<file path="src/rtl/rr_arb_pkg.sv">
// Shared constants for the round-robin arbiter.
// Sizes and FSM state encodings.
package rr_arb_pkg;

    localparam int N_REQ = 8;
    localparam int IDX_W = 3;
    localparam int CNT_W = 8;

    localparam logic [0:0] IDLE  = 1'b0;
    localparam logic [0:0] GRANT = 1'b1;

endpackage

</file>
<file path="src/rtl/rr_arbiter_pick.sv">
// Combinational round-robin winner picker.
// Rotates req by ptr, scans upward, re-adds ptr.
module rr_pick
    import rr_arb_pkg::*;
(
    input  logic [N_REQ-1:0] req,
    input  logic [IDX_W-1:0] ptr,
    output logic [IDX_W-1:0] winner,
    output logic             any
);

    logic [2*N_REQ-1:0] w_dbl;
    logic [N_REQ-1:0]   w_rot;
    logic [IDX_W-1:0]   w_off;

    assign w_dbl = {req, req};
    assign w_rot = w_dbl[ptr +: N_REQ];

    // Lowest set bit of the rotated vector is the closest requester to ptr
    always_comb begin
        w_off = '0;
        for (int i = N_REQ - 1; i >= 0; i--) begin
            if (w_rot[i]) w_off = IDX_W'(i);
        end
    end

    assign any    = |req;
    assign winner = w_off + ptr;

endmodule

</file>
<file path="src/rtl/rr_arbiter.sv">
// Eight-way round-robin arbiter with hold timeout.
// One owner at a time, one idle cycle between grants.
module rr_arbiter
    import rr_arb_pkg::*;
#(
    parameter int MAX_HOLD = 16
) (
    input  logic             clk,
    input  logic             rst_n,
    input  logic             en,
    input  logic [N_REQ-1:0] req,
    input  logic             done,
    output logic [N_REQ-1:0] gnt,
    output logic [IDX_W-1:0] gnt_idx,
    output logic             busy,
    output logic             timeout
);

    localparam logic             TO_EN     = (MAX_HOLD != 0);
    localparam logic [CNT_W-1:0] HOLD_LAST =
        CNT_W'((MAX_HOLD == 0) ? 0 : MAX_HOLD - 1);

    logic [0:0]       r_state;
    logic [IDX_W-1:0] r_ptr;
    logic [CNT_W-1:0] r_hold;
    logic [N_REQ-1:0] r_gnt;
    logic [IDX_W-1:0] r_gnt_idx;
    logic             r_busy;
    logic             r_timeout;

    logic [IDX_W-1:0] w_win;
    logic             w_any;
    logic [N_REQ-1:0] w_onehot;
    logic             w_rel_done;
    logic             w_rel_wd;
    logic             w_rel_to;
    logic             w_release;
    logic             w_to_only;

    rr_pick u_pick (
        .req    (req),
        .ptr    (r_ptr),
        .winner (w_win),
        .any    (w_any)
    );

    assign w_onehot   = N_REQ'(1) << w_win;
    assign w_rel_done = done;
    assign w_rel_wd   = ~req[r_gnt_idx];
    assign w_rel_to   = TO_EN && (r_hold == HOLD_LAST);
    assign w_release  = w_rel_done | w_rel_wd | w_rel_to;
    assign w_to_only  = w_rel_to & ~w_rel_done & ~w_rel_wd;

    // FSM, rotating pointer, hold counter and registered outputs
    always_ff @(posedge clk or negedge rst_n) begin
        if (!rst_n) begin
            r_state   <= IDLE;
            r_ptr     <= '0;
            r_hold    <= '0;
            r_gnt     <= '0;
            r_gnt_idx <= '0;
            r_busy    <= 1'b0;
            r_timeout <= 1'b0;
        end else begin
            r_timeout <= 1'b0;
            unique case (r_state)
                IDLE: begin
                    if (en && w_any) begin
                        r_state   <= GRANT;
                        r_gnt     <= w_onehot;
                        r_gnt_idx <= w_win;
                        r_busy    <= 1'b1;
                        r_hold    <= '0;
                    end else begin
                        r_gnt  <= '0;
                        r_busy <= 1'b0;
                    end
                end
                GRANT: begin
                    if (w_release) begin
                        r_state   <= IDLE;
                        r_gnt     <= '0;
                        r_busy    <= 1'b0;
                        r_ptr     <= r_gnt_idx + IDX_W'(1);
                        r_timeout <= w_to_only;
                    end else if (r_hold != '1) begin
                        r_hold <= r_hold + CNT_W'(1);
                    end
                end
                default: r_state <= IDLE;
            endcase
        end
    end

    assign gnt     = r_gnt;
    assign gnt_idx = r_gnt_idx;
    assign busy    = r_busy;
    assign timeout = r_timeout;

endmodule

</file>
<file path="config.mk">
export PLATFORM = sky130hd
export DESIGN_NAME = rr_arbiter
export DESIGN_NICKNAME = d
export VERILOG_FILES = /design/src/rtl/rr_arb_pkg.sv /design/src/rtl/rr_arbiter_pick.sv /design/src/rtl/rr_arbiter.sv
export SDC_FILE = /design/constraint.sdc
export NUM_CORES = 1
export LEC_CHECK = 0
export ABC_AREA = 1
export CAP_MARGIN = 20
export CORE_MARGIN = 2
export CORE_UTILIZATION = 25
export CTS_BUF_LIST = sky130_fd_sc_hd__clkbuf_4 sky130_fd_sc_hd__clkbuf_8 sky130_fd_sc_hd__clkbuf_16
export DETAILED_ROUTE_END_ITERATION = 8
export MAX_ROUTING_LAYER = met4
export PLACE_DENSITY = 0.45
export SETUP_SLACK_MARGIN = 0.02
export SLEW_MARGIN = 0
export SYNTH_ARGS = -nofsm -noshare
export SYNTH_HDL_FRONTEND = slang
export SYNTH_SLANG_ARGS = --single-unit
</file>
<file path="constraint.sdc">
create_clock -name clk -period 2.6 [get_ports clk]
set_clock_uncertainty 0.05 [all_clocks]
set_input_delay 0.26 -clock clk [delete_from_list [all_inputs] [get_ports clk]]
set_output_delay 0.26 -clock clk [all_outputs]
set_load 0.02 [all_outputs]
</file>
# Word level (Yosys, flattened, before mapping)
# Cells that the tools add are included.
[totals]
ram_bits = 0
latchBits = 0
mem_count = 0
output_inout_bits = 13
input_bits = 12
register_bits = 25
elab_cells = 55
romBits = 0
[classes]
n_shift = 2
order_cmp = 1
eq_ne = 6
div = 0
n_mul = 0
muxes = 24
n_addsub = 3
n_bitwise = 7
n_reduce_logical = 5
[ops]
columns = ["op", "count"]
rows = [
  ["2-to-1 mux 8 bit", 5],
  ["case mux 8 bit (2 select lines)", 2],
  ["2-to-1 mux 3 bit", 8],
  ["variable part select 16 x 4 -> 8 bit", 1],
  ["adder 8 x 1 -> 8 bit, second input constant", 1],
  ["equality test 8 x 4 -> 1 bit, second input constant", 1],
  ["inequality test 8 bit, second input constant", 1],
  ["OR reduction 8 bit", 1],
  ["<< shifter 1 x 3 -> 8 bit, first input constant", 1],
  ["2-to-1 mux 1 bit", 6],
  ["< comparator 3 x 4 -> 1 bit, second input constant", 1],
  ["inequality test 2 x 1 -> 1 bit, second input constant", 2],
  ["inequality test 2 bit, second input constant", 2],
  ["case mux 1 bit (2 select lines)", 2],
  ["AND reduction 2 bit", 2],
  ["adder 3 x 1 -> 3 bit, second input constant", 1],
  ["adder 3 bit", 1],
  ["binary-select mux 1 bit (select 3 bit)", 1],
  ["NOT 1 bit", 3],
  ["AND reduction 3 bit", 1],
  ["AND 1 bit", 2],
  ["bitwise OR 1 bit", 2],
  ["logical AND 1 bit", 1],
]

# Depth between registers and ports, before layout
[depth]
ltp_word = 13
ltp_mapped = 22
mapped_depth_nobuf = 21

# Hierarchy
# A second synthesis with hierarchy kept.
[hier_totals]
cells_unflattened = 269
hier_area_um2 = 1955.6
[by_module_without_submodules]
columns = ["mod", "area_per_inst_um2", "n_inst", "seq_area_each_um2", "cells_each"]
rows = [
  ["rr_arbiter", 1423.9, 1, 625.6, 171],
  ["rr_pick", 531.8, 1, 0.0, 98],
]

# Worst setup path after synthesis
# No wires, ideal clock.
[synth_timing]
kind = "reg-to-reg"
from = "reg r_ptr[0]"
to = "reg r_gnt[3] (netlist: gnt[3])"
required_ns = 2.434
setup_time_ns = 0.116
path_buffers = 1
stages_incl_launch_ff = 22
path_slack_ns = -0.036
t_arrival_ns = 2.470
synth_period_minus_slack_ns = 2.636
path_cell_list = "dfrtp_1 -> buf_6 -> inv_6 -> nand2_2 -> nand3_2 -> nand3_1 -> nand2_2 -> nand2_1 -> nand2_1 -> nand2_1 -> nand2_1 -> nand2_1 -> a21boi_0 -> ha_1 -> inv_1 -> fa_1 -> xor2_1 -> inv_1 -> nand3_4 -> nand2_4 -> nand2_1 -> nand2_1"
[synth_via]
elab_chain_cells = 13
[synth_lines]
columns = ["element", "line", "source"]
rows = [
  ["start: declaration", "rr_arbiter.sv:24", "logic [IDX_W-1:0] r_ptr;"],
  ["start signal: assignment", "rr_arbiter.sv:84", "r_ptr <= r_gnt_idx + IDX_W'(1);"],
  ["variable part select 16 x 4 -> 8 bit", "rr_arbiter_pick.sv:17", "assign w_rot = w_dbl[ptr +: N_REQ];"],
  ["2-to-1 mux 3 bit (8 in a row)", "rr_arbiter_pick.sv:23", "if (w_rot[i]) w_off = IDX_W'(i);"],
  ["adder 3 bit (*)", "rr_arbiter_pick.sv:28", "assign winner = w_off + ptr;"],
  ["<< shifter 1 x 3 -> 8 bit (*)", "rr_arbiter.sv:47", "assign w_onehot = N_REQ'(1) << w_win;"],
  ["2-to-1 mux 8 bit (*)", "rr_arbiter.sv:68", "if (en && w_any) begin"],
  ["case mux 8 bit (2 select lines) (*)", "rr_arbiter.sv:66", "unique case (r_state)"],
  ["end signal: assignment", "rr_arbiter.sv:70", "r_gnt <= w_onehot;"],
  ["end: declaration", "rr_arbiter.sv:26", "logic [N_REQ-1:0] r_gnt;"],
]
# Mark *: on every way between the ends. The rest lies on a longest branch, timed or not.
# A chain may end at the register's enable or synchronous reset.

# Worst setup path in the final report
[layout_timing]
from = "reg r_ptr[0]"
to = "reg r_gnt[0] (netlist: gnt[0])"
# The elaborated chain is that of the path after synthesis.

==> summary.md <==
| Metric | Value |
|---|---|
| First-pass GRT wire length | `approximately 8300 µm` |
| Area growth syn-to-layout | `36.5%` |
| Syn Std Cell Area | `1930 µm²` |
| Post-synth ARST share | `1.00` |
| H-tree Lvls | `1` |
| Area share of the largest cell type after synthesis | `0.324` |
| Syn_area_per_cell | `7.35 µm²` |
| WL per Instance | `around 11 µm` |
| Skew-Pair Late Insertion Delay | `270 ps` |
| Final Hold Viols | `0` |
| PortBufs | `24` |
| Number of nets with antenna violations after routing | `0` |
| Die Wd | `91.9 µm` |
| Unrepaired setup endpoints after global routing | `yes` |
| Critical path, cell by cell | `buf_12, inv_16, nand2_2, nand3_2, nand3_2, nand2_2, nand2_1, nand2_1, nand2_1, nand2_1, nand2_1, a21boi_2, ha_2, inv_1, fa_2, xor2_2, buf_4, nand2_4, nand2_4, nand2_1, nand2_1` |
| CTS Hold Bufs | `0` |
| Post-synth top flop | `dfrtp_1` |
| YS warnings | `0` |
| Slew @ Worst Pin | `~360 ps` |
| Top Family by Delay on Critical Path | `simple AND/OR/NAND/NOR gates` |
| Final nets | `334` |
| Reg clk slew, reported paths | `90 ps` |
| Critical path class | `register to register` |
| N_diodes | `0` |
| Internal Pwr Total | `1.59 mW` |
| Initial core utilization | `0.254` |
| Sequential fraction of the synthesis area | `0.324` |
| FP Rows | `32` |
| R2r startpoint | `r_ptr[0]` |
| Area contributors post-synth | `dfrtp_1 32%, nand2_1 17%, nand3_1 7.0%, nand2_2 5.5%, nand3_2 4.7%` |
| CP Data Required Time | `2720 ps` |
| Io pins | `25` |
| Final estimated routing congestion in global placement | `0.806` |
| CTS Buf Count | `3` |
| Power consumption | `roughly 3.1 mW` |
| Crit end category | `register` |
| CP Buf/Inv Count | `4` |
| Worst Path Arrival | `2710 ps` |
| Largest net degree at the start of global routing | `26` |
| DRC errors left | `0` |
| Routed via count | `1791` |
| DP Wirelength | `3640 µm` |
| Clock network power share | `0.076` |
| Clock Sinks | `25` |
| Layout Cells excl Fill | `419` |
| Switch Pwr | `1.53 mW` |
| Leak pwr | `1.30 nW` |
| Die span in y | `91.9 µm` |
| Root Buffer | `clkbuf_8` |
| Overall routed net length | `~4700 µm` |
| Combinational power share | `0.716` |
| Crit-path max cell delay | `430 ps` |
| Slew margin rel. | `0.757` |
| Worst path depth | `21` |
| Finish-stage setup viols | `0` |
| Final Core Density | `0.347` |
| CTS Buffer Depth | `2` |
| Crit-path slowest cell | `dfrtp_2` |
| CTS tree | `built` |
| Placed cell count | `412` |
| Flop2flop setup slack | `about 9.1 ps` |
| Initial antenna violation count | `0` |
| R2r endpoint | `gnt[0]` |
| Most frequent cell after synthesis | `nand2_1` |
| Critical Path End | `gnt[0]` |
| Maxcap violations | `0` |
| CP most frequent cell | `nand2_1` |
| Flops & latches, synth | `25` |
| Largest area contributor in the netlist | `dfrtp_1` |
| Sw Share | `0.490` |
| Mapped Nets | `279` |
| Vias per cell | `~4.3` |
| CP max FO | `8` |
| Register-to-Register Path Depth | `21` |
| PwrDens | `1180 nW/µm²` |
| Power share of the sequential group | `0.208` |
| Slew Viols, Final | `0` |
| GR Util All Layers | `0.122` |
| Max VDD drop | `0.477 mV` |
| Vias in the first global route | `1781` |
| Netlist cell types | `34` |
| Worst hold margin | `just under 300 ps` |
| DRT Pass-1 Iters | `4` |
| Status | `finished, final reports clean` |
| Fin crit share | `0.997` |
| Full die area | `8450 µm²` |
| Fmax | `0.386 GHz` |
| Type of the most critical hold path | `primary input to async pin` |
| DRT iter0 DRCs | `39` |
| Cell count after synthesis | `~260` |
| Post-synth top cells | `87 x nand2_1, 27 x nand3_1, 25 x dfrtp_1, 24 x nor2_1` |
| EDFF count, synth | `0` |
| Final min period | `2590 ps` |
| Core Area | `7610 µm²` |
| Setup crit start | `r_ptr[0]` |
| Gr ovfl total | `0` |
| Layout cells sized above 1 | `0.297` |
| CP startpoint kind | `register` |
-- worst reg2reg max path, stage by stage, from the launching register on --
cell and delay [ps]:
dfrtp_2 430, buf_12 150, inv_16 80, nand2_2 70
nand3_2 80, nand3_2 70, nand2_2 70, nand2_1 50
nand2_1 50, nand2_1 50, nand2_1 50, nand2_1 50
a21boi_2 120, ha_2 160, inv_1 40, fa_2 340
xor2_2 160, buf_4 140, nand2_4 90, nand2_4 60
nand2_1 60, nand2_1 50
-- per-stage QoR --
stage	setup TNS [ps]	worst slack, ps	area, µm²
2_1_floorplan	0	45.1	1940
3_3_place_gp	-3780	-424	2470
3_5_place_dp	-4060	-464	2470
4_1_cts	-0.168	-0.168	2550
5_1_grt	-1610	-197	2640
6_report	0	9.06	2640
-- repair_timing --
item	in CTS	in global routing
setup endpoints to repair	9	10
pin swaps	1	1
gates resized for setup	5	22
setup buffers	3	0
-- worst min path at each step --
stage / from / endpoint / slack [ps] / cells past startpoint
3_3_place_gp: gnt[4] / gnt[4] / 420 / 2
6_report: rst_n / gnt[0] / 290 / 2
2_1_floorplan: rst_n / busy / -90 / 0
3_5_place_dp: gnt[0] / gnt[0] / 410 / 2
5_1_grt: rst_n / gnt[4] / 320 / 2
4_1_cts: rst_n / gnt[0] / 300 / 2
-- state kept, by name, indices dropped and copies added, names as in the netlist --
name and flops:
gnt 8, gnt_idx 3, r_ptr 3, timeout 1, r_state 1, r_hold 8
busy 1
-- logic make-up (layout without fill, tap and decap cells) --
| group | count (synthesis) | in the layout | synth area share |
|---|---|---|---|
| fa+ha+maj | 4 | 4 | 0.0298 |
| xor+xnor | 6 | 6 | 0.0272 |
| simple gates | 187 | 187 | 0.502 |
| compound gates | 15 | 15 | 0.0479 |
| buf+inv | 26 | 80 | 0.0699 |
| flops | 25 | 25 | 0.324 |
-- placed cells by master (no fill, tap or decap), drive strengths merged, types with 2 or more instances in the layout --
cell type,instances
o21ai,9
nor2,28
nor3,4
nand2,110
clkdlybuf4s50,22
inv,21
o211ai,2
clkbuf,3
buf,30
ha,3
nor3b,2
nand3,37
xor2,5
nand4,5
dfrtp,25
-- power groups by stage --
stage / Combinational (mW) / Sequential, mW / Clock [mW]
CTS: 2.16 / 0.653 / 0.249
detailed placement: 2.05 / 0.674 / 0
global route: 2.50 / 0.671 / 0.266
floorplan: 1.35 / 0.696 / 0
finish: 2.23 / 0.649 / 0.237
global placement: 2.06 / 0.675 / 0
-- layout make-up --
type / instances / area (µm²)
fill: 826 / 4970
inverter: 22 / 101
clock buffer: 3 / 41.3
tap: 102 / 128
clock inverter: 1 / 7.51
timing repair buffer: 54 / 479
sequential: 25 / 628
multi-input combinational: 212 / 1250
-- per-layer routing --
| layer | GRT usage | vias up | wire length, µm |
|---|---|---|---|
| li1 | - | 952 | - |
| met1 | 0.163 | 813 | 2410 |
| met2 | 0.202 | 24 | 2180 |
| met3 | 0.0107 | 2 | 119 |
| met4 | 0.0299 | 0 | 29 |
| met5 | - | - | 0 |
No activity file was read; power rests on OpenSTA's default activity.
==> edit 1, RTL diff (same flow settings) <==
Set the package constant `N_REQ` to 12 (it was 8).
--- a/src/rtl/rr_arb_pkg.sv
+++ b/src/rtl/rr_arb_pkg.sv
@@ -4,3 +4,3 @@
 
-    localparam int N_REQ = 8;
+    localparam int N_REQ = 12;
     localparam int IDX_W = 3;
Ports: changed (resized gnt and req); port bits go from 25 to 33. No check against the original RTL was run, so the function may have changed too.
==> edit 1 against the unedited design <==
The flow now finishes with violations (negative setup slack); die area about the same; synthesized area about the same; worst setup slack worse by 0.30 ns; sequential cell count unchanged; wire length up 14%; power up 7.1%; final area up 4.6%; global-route usage up 2.2 points; largest cell class unchanged.
==> edit 1: results (changes against the unedited design) <==
* Placement-stage cell area at 2570 sq um (+4.3%)
* First-iteration detailed-routing DRC count at 70 (+79%)
* Largest incremental delay on the critical path at 0.47 ns (+0.04 ns)
* Met2 track demand over resource in global routing at 22.7% (+2.5 points)
* Synth top cells by count: sky130_fd_sc_hd__nand2_1, sky130_fd_sc_hd__nand3_1, sky130_fd_sc_hd__dfrtp_1
* Leakage power of the design at 1.28 nW (-1.4%)
* Wire length per cell after detailed routing at 12.0 um (+5.9%)
* Outcome: finished with violations
* Failing checks: negative setup slack
* Gate count of the mapped netlist at 284 (+8.0%)
* Maximum clock path buffer count at 2 (unchanged)
* Post-route cell area at 2760 sq um (+4.6%)
* Fin Setup TNS at -2.45 ns (-2.45 ns)
* Vias at 1974 (+10%)
* Detailed placer's ending HPWL at 4.14 mm (+14%)
* Proportion of synthesized area in mux cells at 0% (unchanged)
* Compound-Gate Fraction of Synth Area at 13.3% (+8.6 points)
* Max FO, Critical Path at 5 (-3)
* Seq/Total Area, Yosys at 32.4% (about the same)
* Min setup slack post-route at -0.289 ns (-0.298 ns)
* Largest voltage drop on the vdd net at 0.000467 V (-2.2%)
* Placer's final routability congestion estimate at 0.826 (+2.5%)
* Worst-case setup slack after placement at -0.581 ns (-0.118 ns)
* Fraction of layout cells with a size suffix above 1 at 28.0% (-1.7 points)
* Fill cells at 848 (+2.7%)
* Global-route met3 utilization at 1.23% (+0.16 points)
* Detailed-route wire length at 5.38 mm (+14%)
* Crit-path leading delay family: simple AND/OR/NAND/NOR gates
* Final setup violation count at 10 (+10)
* Net count of the finished layout at 368 (+10%)
* Hold slack final at 0.303 ns (+0.0104 ns)
* Xor-xnor portion of the synthesized cell area at 3.17% (+0.46 points)
* Global-route wire length before repair at 9.77 mm (+18%)
* Clk_lat worst skew at 0.27 ns (about the same)
* R2R Path End: gnt[1]
* Leading post-synthesis cells by cell area: sky130_fd_sc_hd__dfrtp_1, sky130_fd_sc_hd__nand2_1, sky130_fd_sc_hd__nand3_1
* Met1 usage at 20.5% (+4.2 points)
* Adder-cell area share of the yosys netlist at 2.98% (about the same)
* Post-placement cell count at 443 (+7.5%)
* Worst Reg-to-Reg Cells at 21 (unchanged)
* Combined global-route utilization of all metal layers at 14.4% (+2.2 points)
* Number of port buffers at 28 (+17%)
==> edit 1: cell types whose count changed in the layout (fill, tap and decap cells not counted), sizes merged, moves of 6 or more <==
| cell | unedited run | this run |
|---|---|---|
| nand3 | 37 | 30 |
| o21ai | 9 | 24 |
| nor2 | 28 | 22 |
| a21oi | 1 | 9 |
| buf | 30 | 39 |
| clkdlybuf4s50 | 22 | 28 |
==> edit 1: cell type report <==
type | instances | area share [%]
multi-input cells | 229 | 46.0
inverters | 22 | 3.17
clock buffers | 4 | 1.77
well taps | 102 | 4.62
repair buffers | 67 | 21.8
flip-flops and latches | 25 | 22.7
==> edit 1: how the worst max path moves through the flow <==
| stage | end | from |
|---|---|---|
| floorplan | gnt[2] | r_ptr[0] |
| global placement | gnt[2] | req[7] |
| detailed placement | gnt[2] | req[8] |
| CTS | gnt[2] | r_ptr[0] |
| global route | gnt[2] | r_ptr[0] |
| finish | gnt[1] | r_ptr[0] |
==> edit 1: kinds of logic after synthesis <==
logic type,count (synthesis)
buffers and inverters,33
AOI/OAI and AO/OA,42
adders and majority gates,4
DFF,25
and+or+nand+nor,172
other,1
xor gates and xnor gates,7
==> edit 1: repair_timing <==
action,in CTS,in global routing
gates cloned,0,0
setup buffers,0,2
gates resized for setup,23,13
setup endpoints to repair,10,11
pin swaps,3,9
==> edit 1: worst reg2reg max path: stages (launching register included) <==
cell                       delay, ns
sky130_fd_sc_hd__dfrtp_2        0.47
sky130_fd_sc_hd__buf_6          0.15
sky130_fd_sc_hd__nand2_2        0.07
sky130_fd_sc_hd__nand3_2        0.08
sky130_fd_sc_hd__nand2_2        0.08
sky130_fd_sc_hd__buf_4          0.10
sky130_fd_sc_hd__nor2_1         0.03
sky130_fd_sc_hd__a31oi_1        0.19
sky130_fd_sc_hd__nand2_1        0.08
sky130_fd_sc_hd__nand2_1        0.06
sky130_fd_sc_hd__nand2_1        0.04
sky130_fd_sc_hd__nand2_1        0.06
sky130_fd_sc_hd__nand2_2        0.05
sky130_fd_sc_hd__a21oi_2        0.13
sky130_fd_sc_hd__ha_2           0.18
sky130_fd_sc_hd__inv_2          0.04
sky130_fd_sc_hd__fa_2           0.36
sky130_fd_sc_hd__xor2_2         0.17
sky130_fd_sc_hd__nand3b_4       0.20
sky130_fd_sc_hd__nand2_4        0.08
sky130_fd_sc_hd__nand2_1        0.06
sky130_fd_sc_hd__nand2_1        0.05
==> edit 1: report_power, final <==
part           internal, mW  total (mW)  leakage (nW)  switching [mW]
Clock                 0.120       0.239        0.0262           0.119
Sequential            0.507       0.645         0.330           0.138
Combinational          1.10        2.45         0.923            1.35
Total                  1.73        3.34          1.28            1.61
==> edit 1: layer usage <==
metal	vias up	part of all wire (%)
met2	34	45
met1	898	51
li1	1040	-
met3	2	3.0
met4	0	0.50
met5	-	0
==> edit 2, RTL diff (same settings) <==
Without the edit above. Reset style: synchronous (`rst_n`), changed in one clocked block.
--- a/src/rtl/rr_arbiter.sv
+++ b/src/rtl/rr_arbiter.sv
@@ -54,3 +54,3 @@
     // FSM, rotating pointer, hold counter and registered outputs
-    always_ff @(posedge clk or negedge rst_n) begin
+    always_ff @(posedge clk) begin
         if (!rst_n) begin
Behaviour: differs if rst_n is asserted again (counterexample within 4 cycles, from zero or initial values and one cycle with rst_n low); with rst_n held inactive, the same outputs for 10 cycles.
==> edit 2 against the unedited design <==
The flow now finishes with violations (negative setup slack); worst setup slack lost 0.13 ns; synthesized area is 8.0% lower; synthesized cell count rose by 1.1%; critical path depth shrank 4; via count grew 4.5%; final area shrank 0.66%; sequential cell count unchanged; fmax down 4.7%; wire length grew 4.9%; count of clock-buffer cells in the layout unchanged; critical path type unchanged; highest routed layer unchanged.
Power is not compared: it rests on default switching activity, and its combinational part moved more than twofold at a synthesized area within 25%.
==> edit 2: results (changes against the unedited design) <==
* Global-route wire length before repair at 8.21 mm (-1.1%)
* Max FO, Critical Path at 6 (-2)
* Fin Setup TNS at -0.610 ns (-0.610 ns)
* Vias at 1872 (+4.5%)
* Highest-delay cell along the critical path: sky130_fd_sc_hd__fa_2
* Antenna diode count at 0 (unchanged)
* Largest incremental delay on the critical path at 0.62 ns (+0.19 ns)
* Xor-xnor portion of the synthesized cell area at 2.46% (-0.26 points)
* Clock input transition at the sequential cells of the worst setup and hold paths at 0.09 ns (about the same)
* Clk_lat worst skew at 0.27 ns (about the same)
* Proportion of synthesized area in mux cells at 0% (unchanged)
* Min setup slack post-route at -0.119 ns (-0.128 ns)
* Critical Path AT at 2.88 ns (+0.17 ns)
* Global-route met3 utilization at 1.21% (+0.14 points)
* Avg Cell Area, Syn at 6.68 sq um (-9.1%)
* Proportion of synthesized flip-flops having asynchronous set or reset at 0% (-100 points)
* Number of nets in the synthesized netlist at 282 (+1.1%)
* Number of optimization iterations in the first detailed-route pass at 4 (unchanged)
* Die ar. at 7800 sq um (-7.7%)
* Leading post-synthesis cells by cell area: sky130_fd_sc_hd__dfxtp_1, sky130_fd_sc_hd__nand2_1, sky130_fd_sc_hd__nand3_1
* Worst-case setup slack after placement at -0.490 ns (-0.0266 ns)
* First-iteration detailed-routing DRC count at 67 (+72%)
* Fraction of layout cells with a size suffix above 1 at 37.1% (+7.5 points)
* CTS Buf Count at 3 (unchanged)
* Met2 track demand over resource in global routing at 21.1% (+0.89 points)
* Per-cell via count in the routed design at 4.44 (+3.8%)
* Largest net degree at the start of global routing at 17 (-35%)
* Wire length per cell after detailed routing at 11.8 um (+4.2%)
* Crit-path leading delay family: adder cells
* Outcome: finished with violations
* Placer's final routability congestion estimate at 0.814 (+0.94%)
* Compound-Gate Fraction of Synth Area at 11.1% (+6.3 points)
* Post-placement cell count at 411 (-0.24%)
* Vias in the first global route at 1792 (+0.62%)
* Commonest register cell after synthesis: sky130_fd_sc_hd__dfxtp_1
* Placement-stage cell area at 2320 sq um (-5.9%)
* Combined global-route utilization of all metal layers at 13.4% (+1.2 points)
* Met1 usage at 18.5% (+2.3 points)
* Maximum clock path buffer count at 2 (unchanged)
* Path class of the lowest-slack min-delay path: reg2reg
* Final setup violation count at 9 (+9)
* Seq/Total Area, Yosys at 28.1% (-4.2 points)
* Number of port buffers at 24 (unchanged)
* Detailed placer's ending HPWL at 3.60 mm (-1.3%)
* Adder-cell area share of the yosys netlist at 3.24% (+0.26 points)
* Synth top cells by count: sky130_fd_sc_hd__nand2_1, sky130_fd_sc_hd__nand3_1, sky130_fd_sc_hd__dfxtp_1
* Fill cells at 739 (-11%)
* Net count of the finished layout at 343 (+2.7%)
* Failing checks: negative setup slack
* Worst slew margin relative to its limit at 57.1% (-19 points)
edit 2: cell types whose count changed in the layout (fill, tap and decap cells not counted), moves of 9 or more:
cell / unedited run / this run
sky130_fd_sc_hd__dfxtp_1: 0 / 23
sky130_fd_sc_hd__nand2_2: 16 / 26
sky130_fd_sc_hd__nor2_1: 23 / 14
sky130_fd_sc_hd__a21oi_1: 1 / 17
sky130_fd_sc_hd__dfrtp_1: 23 / 0
sky130_fd_sc_hd__nand2_1: 84 / 59
edit 2: cells by family (layout without fill, tap and decap cells):
group                      after synthesis  in the layout
AOI/OAI and AO/OA                       36             36
xor gates and xnor gates                 5              5
DFF                                     25             25
buffers and inverters                   33             93
adders and majority gates                4              4
and+or+nand+nor                        163            163
edit 2: area by class of cell:
type                            instances  area [sq um]  area share, %
Clock buffer                            3          41.3           1.58
Clock inverter                          1          5.00          0.191
Inverter                               28           115           4.39
Multi-Input combinational cell        208          1310           49.8
Sequential cell                        25           505           19.3
Tap cell                               96           120           4.58
Timing Repair Buffer                   61           528           20.1
edit 2: final timing paths:
kind | start | end | slack [ns] | depth (start not counted)
min reg2reg | gnt[6] | gnt[6] | 0.42 | 2
max | r_ptr[0] | gnt[5] | -0.12 | 17
min | gnt[6] | gnt[6] | 0.42 | 2
max reg2reg | r_ptr[0] | gnt[5] | -0.12 | 17
edit 2: routing by layer:
layer,share of wire (%),up-vias,wire (um)
met1,50,862,2500
met3,2.3,4,114
met2,47,21,2320
li1,-,985,-
met5,0,-,0
met4,0.82,0,41
edit 2: power breakdown:
group	internal, mW	switching, mW
clock	0.107	0.130
combinational	0.263	0.318
sequential	0.403	0.0282
edit 2: timing repair:
item | CTS | global route
gates resized for setup | 37 | 29
pin swaps | 4 | 22
setup endpoints to repair | 10 | 10
buffers inserted | 5 | 2
